### config.mk
export PLATFORM = sky130hd
export DESIGN_NAME = chip8_fb_renderer
export DESIGN_NICKNAME = d
export VERILOG_FILES = /design/src/rtl/chip8_pkg.sv /design/src/rtl/chip8_fb_renderer_pixel_doubler.sv /design/src/rtl/chip8_fb_renderer.sv
export SDC_FILE = /design/constraint.sdc
export NUM_CORES = 1
export LEC_CHECK = 0
export CAP_MARGIN = 40
export CORE_MARGIN = 2
export CORE_UTILIZATION = 42
export CTS_BUF_LIST = sky130_fd_sc_hd__clkbuf_8 sky130_fd_sc_hd__clkbuf_16
export CTS_CLUSTER_SIZE = 8
export DETAILED_ROUTE_END_ITERATION = 6
export PLACE_DENSITY_LB_ADDON = 0.05
export SLEW_MARGIN = 30
export SYNTH_ARGS = -nofsm -noshare
export SYNTH_HDL_FRONTEND = slang
export SYNTH_SLANG_ARGS = --single-unit
### constraint.sdc
create_clock -name clk -period 2.3 [get_ports clk]
set_clock_uncertainty 0.15 [all_clocks]
set_input_delay 0.69 -clock clk [delete_from_list [all_inputs] [get_ports clk]]
set_output_delay 0.69 -clock clk [all_outputs]
set_load 0.01 [all_outputs]
### src/rtl/chip8_pkg.sv
// Shared CHIP-8 display constants, renderer state encoding and the
// pixel bit-duplication helper.
package chip8_pkg;

    localparam logic [11:0] CHIP8_DISP_BASE = 12'hF00;
    localparam int          DISP_BYTES      = 256;
    localparam int          FB_ROW_BYTES    = 16;
    localparam logic [7:0]  LAST_DISP_IDX   = 8'(DISP_BYTES - 1);

    typedef enum logic [2:0] {
        ST_IDLE = 3'd0,
        ST_ADDR = 3'd1,
        ST_WAIT = 3'd2,
        ST_W0   = 3'd3,
        ST_W1   = 3'd4,
        ST_W2   = 3'd5,
        ST_W3   = 3'd6
    } render_state_t;

    // Each source bit becomes two adjacent destination bits, MSB stays leftmost.
    function automatic logic [15:0] double_bits(input logic [7:0] b);
        logic [15:0] d;
        d = 16'h0000;
        for (int i = 0; i < 8; i++) begin
            d[2*i]   = b[i];
            d[2*i+1] = b[i];
        end
        return d;
    endfunction

endpackage

### src/rtl/chip8_fb_renderer_pixel_doubler.sv
// Combinational 8-pixel to 16-pixel horizontal expansion, split into the
// left (hi) and right (lo) framebuffer bytes.
module pixel_doubler
    import chip8_pkg::*;
(
    input  logic [7:0] pix,
    output logic [7:0] hi,
    output logic [7:0] lo
);

    assign {hi, lo} = double_bits(pix);

endmodule

### src/rtl/chip8_fb_renderer.sv
// Copies the 64x32 CHIP-8 display from main RAM into the 128x64 LCD
// framebuffer, scaling every pixel 2x2. One frame per start_signal.
module chip8_fb_renderer
    import chip8_pkg::*;
#(
    parameter logic [11:0] SRC_BASE = CHIP8_DISP_BASE
) (
    input  logic        clk,
    input  logic        reset,
    input  logic        start_signal,
    output logic [11:0] main_ram_read_address,
    input  logic [7:0]  main_ram_out,
    output logic [9:0]  fb_write_address,
    output logic        fb_write_enable,
    output logic [7:0]  fb_ram_in,
    output logic        busy,
    output logic        finished_signal
);

    render_state_t state_r;
    render_state_t state_s;
    logic [7:0]    src_idx_r;
    logic [7:0]    pix_r;
    logic [11:0]   rd_addr_r;
    logic          finished_r;
    logic [7:0]    hi_s;
    logic [7:0]    lo_s;
    logic [4:0]    y_s;
    logic [2:0]    x_s;
    logic          last_s;

    assign y_s    = src_idx_r[7:3];
    assign x_s    = src_idx_r[2:0];
    assign last_s = (src_idx_r == LAST_DISP_IDX);

    pixel_doubler u_doubler (
        .pix (pix_r),
        .hi  (hi_s),
        .lo  (lo_s)
    );

    // State register with synchronous active-low reset.
    always_ff @(posedge clk) begin
        if (!reset) begin
            state_r <= ST_IDLE;
        end else begin
            state_r <= state_s;
        end
    end

    // Next-state decode: six cycles per source byte.
    always_comb begin
        state_s = ST_IDLE;
        case (state_r)
            ST_IDLE: begin
                if (start_signal) begin
                    state_s = ST_ADDR;
                end else begin
                    state_s = ST_IDLE;
                end
            end
            ST_ADDR: state_s = ST_WAIT;
            ST_WAIT: state_s = ST_W0;
            ST_W0:   state_s = ST_W1;
            ST_W1:   state_s = ST_W2;
            ST_W2:   state_s = ST_W3;
            ST_W3: begin
                if (last_s) begin
                    state_s = ST_IDLE;
                end else begin
                    state_s = ST_ADDR;
                end
            end
            default: state_s = ST_IDLE;
        endcase
    end

    // Datapath: byte index, read address (valid on entry to ADDR), pixel
    // capture and the one-cycle completion pulse.
    always_ff @(posedge clk) begin
        if (!reset) begin
            src_idx_r  <= 8'd0;
            pix_r      <= 8'd0;
            rd_addr_r  <= SRC_BASE;
            finished_r <= 1'b0;
        end else begin
            finished_r <= 1'b0;
            case (state_r)
                ST_IDLE: begin
                    if (start_signal) begin
                        src_idx_r <= 8'd0;
                        rd_addr_r <= SRC_BASE;
                    end
                end
                ST_WAIT: pix_r <= main_ram_out;
                ST_W3: begin
                    if (last_s) begin
                        finished_r <= 1'b1;
                        rd_addr_r  <= SRC_BASE;
                    end else begin
                        src_idx_r <= src_idx_r + 8'd1;
                        rd_addr_r <= SRC_BASE + {4'b0000, src_idx_r + 8'd1};
                    end
                end
                default: ;
            endcase
        end
    end

    // Framebuffer port decoded from registers only; address is {y, k, x, j}.
    always_comb begin
        fb_write_enable  = 1'b0;
        fb_write_address = 10'd0;
        fb_ram_in        = 8'd0;
        case (state_r)
            ST_W0: begin
                fb_write_enable  = 1'b1;
                fb_write_address = {y_s, 1'b0, x_s, 1'b0};
                fb_ram_in        = hi_s;
            end
            ST_W1: begin
                fb_write_enable  = 1'b1;
                fb_write_address = {y_s, 1'b0, x_s, 1'b1};
                fb_ram_in        = lo_s;
            end
            ST_W2: begin
                fb_write_enable  = 1'b1;
                fb_write_address = {y_s, 1'b1, x_s, 1'b0};
                fb_ram_in        = hi_s;
            end
            ST_W3: begin
                fb_write_enable  = 1'b1;
                fb_write_address = {y_s, 1'b1, x_s, 1'b1};
                fb_ram_in        = lo_s;
            end
            default: begin
                fb_write_enable  = 1'b0;
                fb_write_address = 10'd0;
                fb_ram_in        = 8'd0;
            end
        endcase
    end

    assign busy                  = (state_r != ST_IDLE);
    assign finished_signal       = finished_r;
    assign main_ram_read_address = rd_addr_r;

endmodule

==> impl_metrics.tcl <==
set metrics [dict create \
    max_freq_mhz 449 \
    final_antenna_net_count 0 \
    drive_gt1_share_pct 22.5 \
    drtPass1Iterations 4 \
    diodes 0 \
    initial_core_util_pct 43.3 \
    worst-r2r-cell-count 5 \
    async_flop_share_pct 0 \
    port_buffers 39 \
    place_ws_ns -0.199 \
    synth_top_area_share_pct 39.1 \
    yosysSeqAreaShare_pct 39.1 \
    synth_edf_count 0 \
    critPathMaxStageDelay_ns 0.37 \
    syn2layout_area_growth_pct 36.7 \
    ys_seq_elements 28 \
    vdd_drop_max_mv 0.266 \
    fin_ws_ns 0.0751 \
    post-dp-hpwl_um 2290 \
    ys.flop_type "dfxtp_1" \
    fp-row-count 21 \
    syn-instance-count 164 \
    globalRouteOverflowTotal 0 \
    ys_warn_count 0 \
    post-route-period-util_pct 96.7 \
    cts_made_buffers 3 \
    cts_hold_buf 0 \
    synth-simple-area-share_pct 23.8 \
    avgSynthCellArea_um2 8.74 \
    worstPathCellList "nand2_2 -> xor2_4 -> buf_4 -> nor2b_1 -> clkdlybuf4s15_1" \
    root_buffer "clkbuf_8" \
    max-cap-violations 0 \
    finalSetupViolCount 0 \
    r2r_start "src_idx_r[0]$_SDFFE_PN0P_" \
    synth_compound_area_share_pct 21.3 \
    finalNonFillerCells 255 \
    path_buf_inv 2 \
    maxSlewViolCount 0 \
    rsz0062_at_grt "false" \
    cts_tree "yes" \
    period_minus_slack_ns 2.22 \
    synth_fa_ha_area_share_pct 0.873 \
    slowest_stage "dfxtp_2" \
    worst_setup_path_end_kind "primary output" \
    nets 222 \
    die_h_um 62.4 \
    hold_class "flip-flop to flip-flop" \
    worstSetupPathType "flip-flop to primary output" \
    dieArea_um2 3890 \
    path_delay_family "buffers and inverters" \
    yosys.area_share.xor_xnor_pct 4.89 \
    vias 1280 \
    route.detailed.drc 0 \
    grt_pass1_vias 1215 \
    r2r-end "src_idx_r[3]$_SDFFE_PN0P_" \
    die_w_um 62.4 \
    dp.cells 250 \
    num_io_pins 44 \
    critPathArrivalTime_ns 1.38 \
    wl_per_cell_um 12.3 \
    crit_path_start_kind "flip-flop" \
    wirelength_um 3140 \
    cellLeakagePower_nw 0.757 \
    syn-cell-area_um2 1430 \
    synth_top_family_by_area "simple AND/OR/NAND/NOR gates" \
    track_usage_pct 17.8 \
    grt_max_degree 24 \
    holdPathEnd "pix_r[7]$_SDFFE_PN0P_" \
    routed_via_density 5.02 \
    clockBufferDepth 2 \
    synthMuxAreaShare_pct 0.699 \
    outcome "finished, final reports clean" \
    r2r_slack_ns 0.44 \
    drt-initial-drc-count 45 \
    yosys.area.top_type "dfxtp_1" \
    grt_pass1_wl_um 5690 \
    hold_start "pix_r[7]$_SDFFE_PN0P_" \
    power.density_nw_per_um2 528 \
    grt_antenna_before_repair 0 \
    cp_max_fo 4 \
    synth.lib_cells_used.distinct 42 \
    crit_required_ns 1.46 \
    clkLatencyLatePin_ns 0.27 \
    cts_sinks 28 \
    path_clk_slew_ns 0.10 \
    place_congestion 0.829 \
    synthTopCellsByArea "dfxtp_1 (39%), nand2_1 (5.5%), nor2b_1 (4.4%)" \
    hold_viol 0 \
    coreArea_um2 3310 \
    whs_path_depth 2 \
    ctsHtreeMaxLevel 1 \
]
==> how the worst max path moves through the flow <==
| stage | start | endpoint | slack, ns | cells after the start |
|---|---|---|---|---|
| floorplan | state_r[1]$_SDFF_PN0_ | fb_ram_in[1] | 0.24 | 5 |
| global placement | state_r[1]$_SDFF_PN0_ | fb_write_address[3] | -0.13 | 4 |
| detailed placement | state_r[1]$_SDFF_PN0_ | fb_write_address[2] | -0.20 | 4 |
| CTS | state_r[0]$_SDFF_PN0_ | fb_write_address[4] | 0.0005 | 6 |
| global route | state_r[0]$_SDFF_PN0_ | fb_write_address[2] | 0.002 | 5 |
| finish | state_r[1]$_SDFF_PN0_ | fb_write_address[2] | 0.08 | 5 |
==> Yosys cell counts (2+ instances only) <==
cell,instances
a21boi_0,8
a22o_1,5
a31oi_1,3
and2_1,5
buf_2,4
buf_4,8
buf_6,2
clkbuf_1,2
dfxtp_1,28
inv_1,4
nand2_1,21
nand3_1,7
nor2_1,12
nor2b_1,10
nor3_1,3
o21a_1,2
o21ai_0,3
o21bai_1,2
o2bb2ai_1,6
xnor2_1,5
xor2_1,3
==> worst register-to-register path: stages (launching register included) <==
cell and delay [ns]:
dfxtp_1 0.43, ha_1 0.28, nand3_1 0.19, o21bai_2 0.36, nor2_1 0.09, a211o_1 0.26
==> per-layer routing <==
metal / wire length [um] / global-route usage (%) / vias up / share of wire [%]
met5: 0 / 0 / - / 0
met4: 19 / 4.17 / 0 / 0.60
met3: 116 / 2.70 / 2 / 3.7
met2: 1610 / 32.4 / 30 / 51
met1: 1400 / 22.0 / 608 / 44
li1: - / - / 640 / -
==> what timing repair did <==
| item | CTS | global route |
|---|---|---|
| setup buffers | 1 | 1 |
| pin swaps | 0 | 2 |
| setup endpoints to repair | 20 | 15 |
| gates resized for setup | 52 | 18 |
==> cells in the final DEF, fill, tap and decap left out, types with 3 or more instances in the layout <==
cell             instances
conb_1                   4
o2bb2ai_1                6
buf_2                    8
nor2_1                  10
inv_1                    4
nor3_1                   3
clkbuf_2                 4
nand3_1                  7
nor2b_1                 10
dlygate4sd2_1            3
xnor2_1                  4
and2_1                   5
dfxtp_1                 25
a22o_1                   5
clkbuf_8                 3
clkdlybuf4s50_1         19
nand2_1                 20
clkdlybuf4s15_1          5
a31oi_1                  3
buf_4                   15
a21boi_0                 8
o21ai_0                  3
==> cell families after synthesis <==
| logic type | count (synthesis) |
|---|---|
| and+or+nand+nor | 66 |
| AOI/OAI and AO/OA | 38 |
| DFF | 28 |
| buffers and inverters | 21 |
| xor gates and xnor gates | 8 |
| adders and majority gates | 1 |
| other | 1 |
| muxes | 1 |
==> report_power, final <==
group / internal [mW] / leakage (nW) / switching (mW) / total (mW)
combinational: 0.0692 / 0.494 / 0.0710 / 0.140
clock: 0.233 / 0.0357 / 0.156 / 0.389
sequential: 0.496 / 0.228 / 0.00854 / 0.504
total: 0.798 / 0.757 / 0.236 / 1.03
==> state kept, by name, summed over array words and instances (netlist names) <==
signal,cells
finished_signal,1
main_ram_read_address,8
pix_r,8
src_idx_r,8
state_r,3
==> per-stage QoR <==
stage,setup TNS [ns],instance area (um2),power [mW],util (%),hold slack [ns]
6_report,0,1960,1.03,59.1,0.319
2_1_floorplan,0,1440,0.593,-,0.293
3_5_place_dp,-1.66,1890,0.647,57.1,0.307
4_1_cts,0,1950,1.04,58.8,0.321
3_3_place_gp,-1.11,1890,0.645,57.1,0.300
5_1_grt,0,1960,1.09,59.1,0.350
==> final cells by class <==
cell class	count	area [um2]
clock buffer	3	41.3
clock inverter	1	30.0
fill	313	1350
inverter	4	15.0
multi-input combinational	118	797
sequential	28	567
tap	46	57.6
timing repair buffer	55	450
Note: power is estimated with default switching activity, not from simulation.
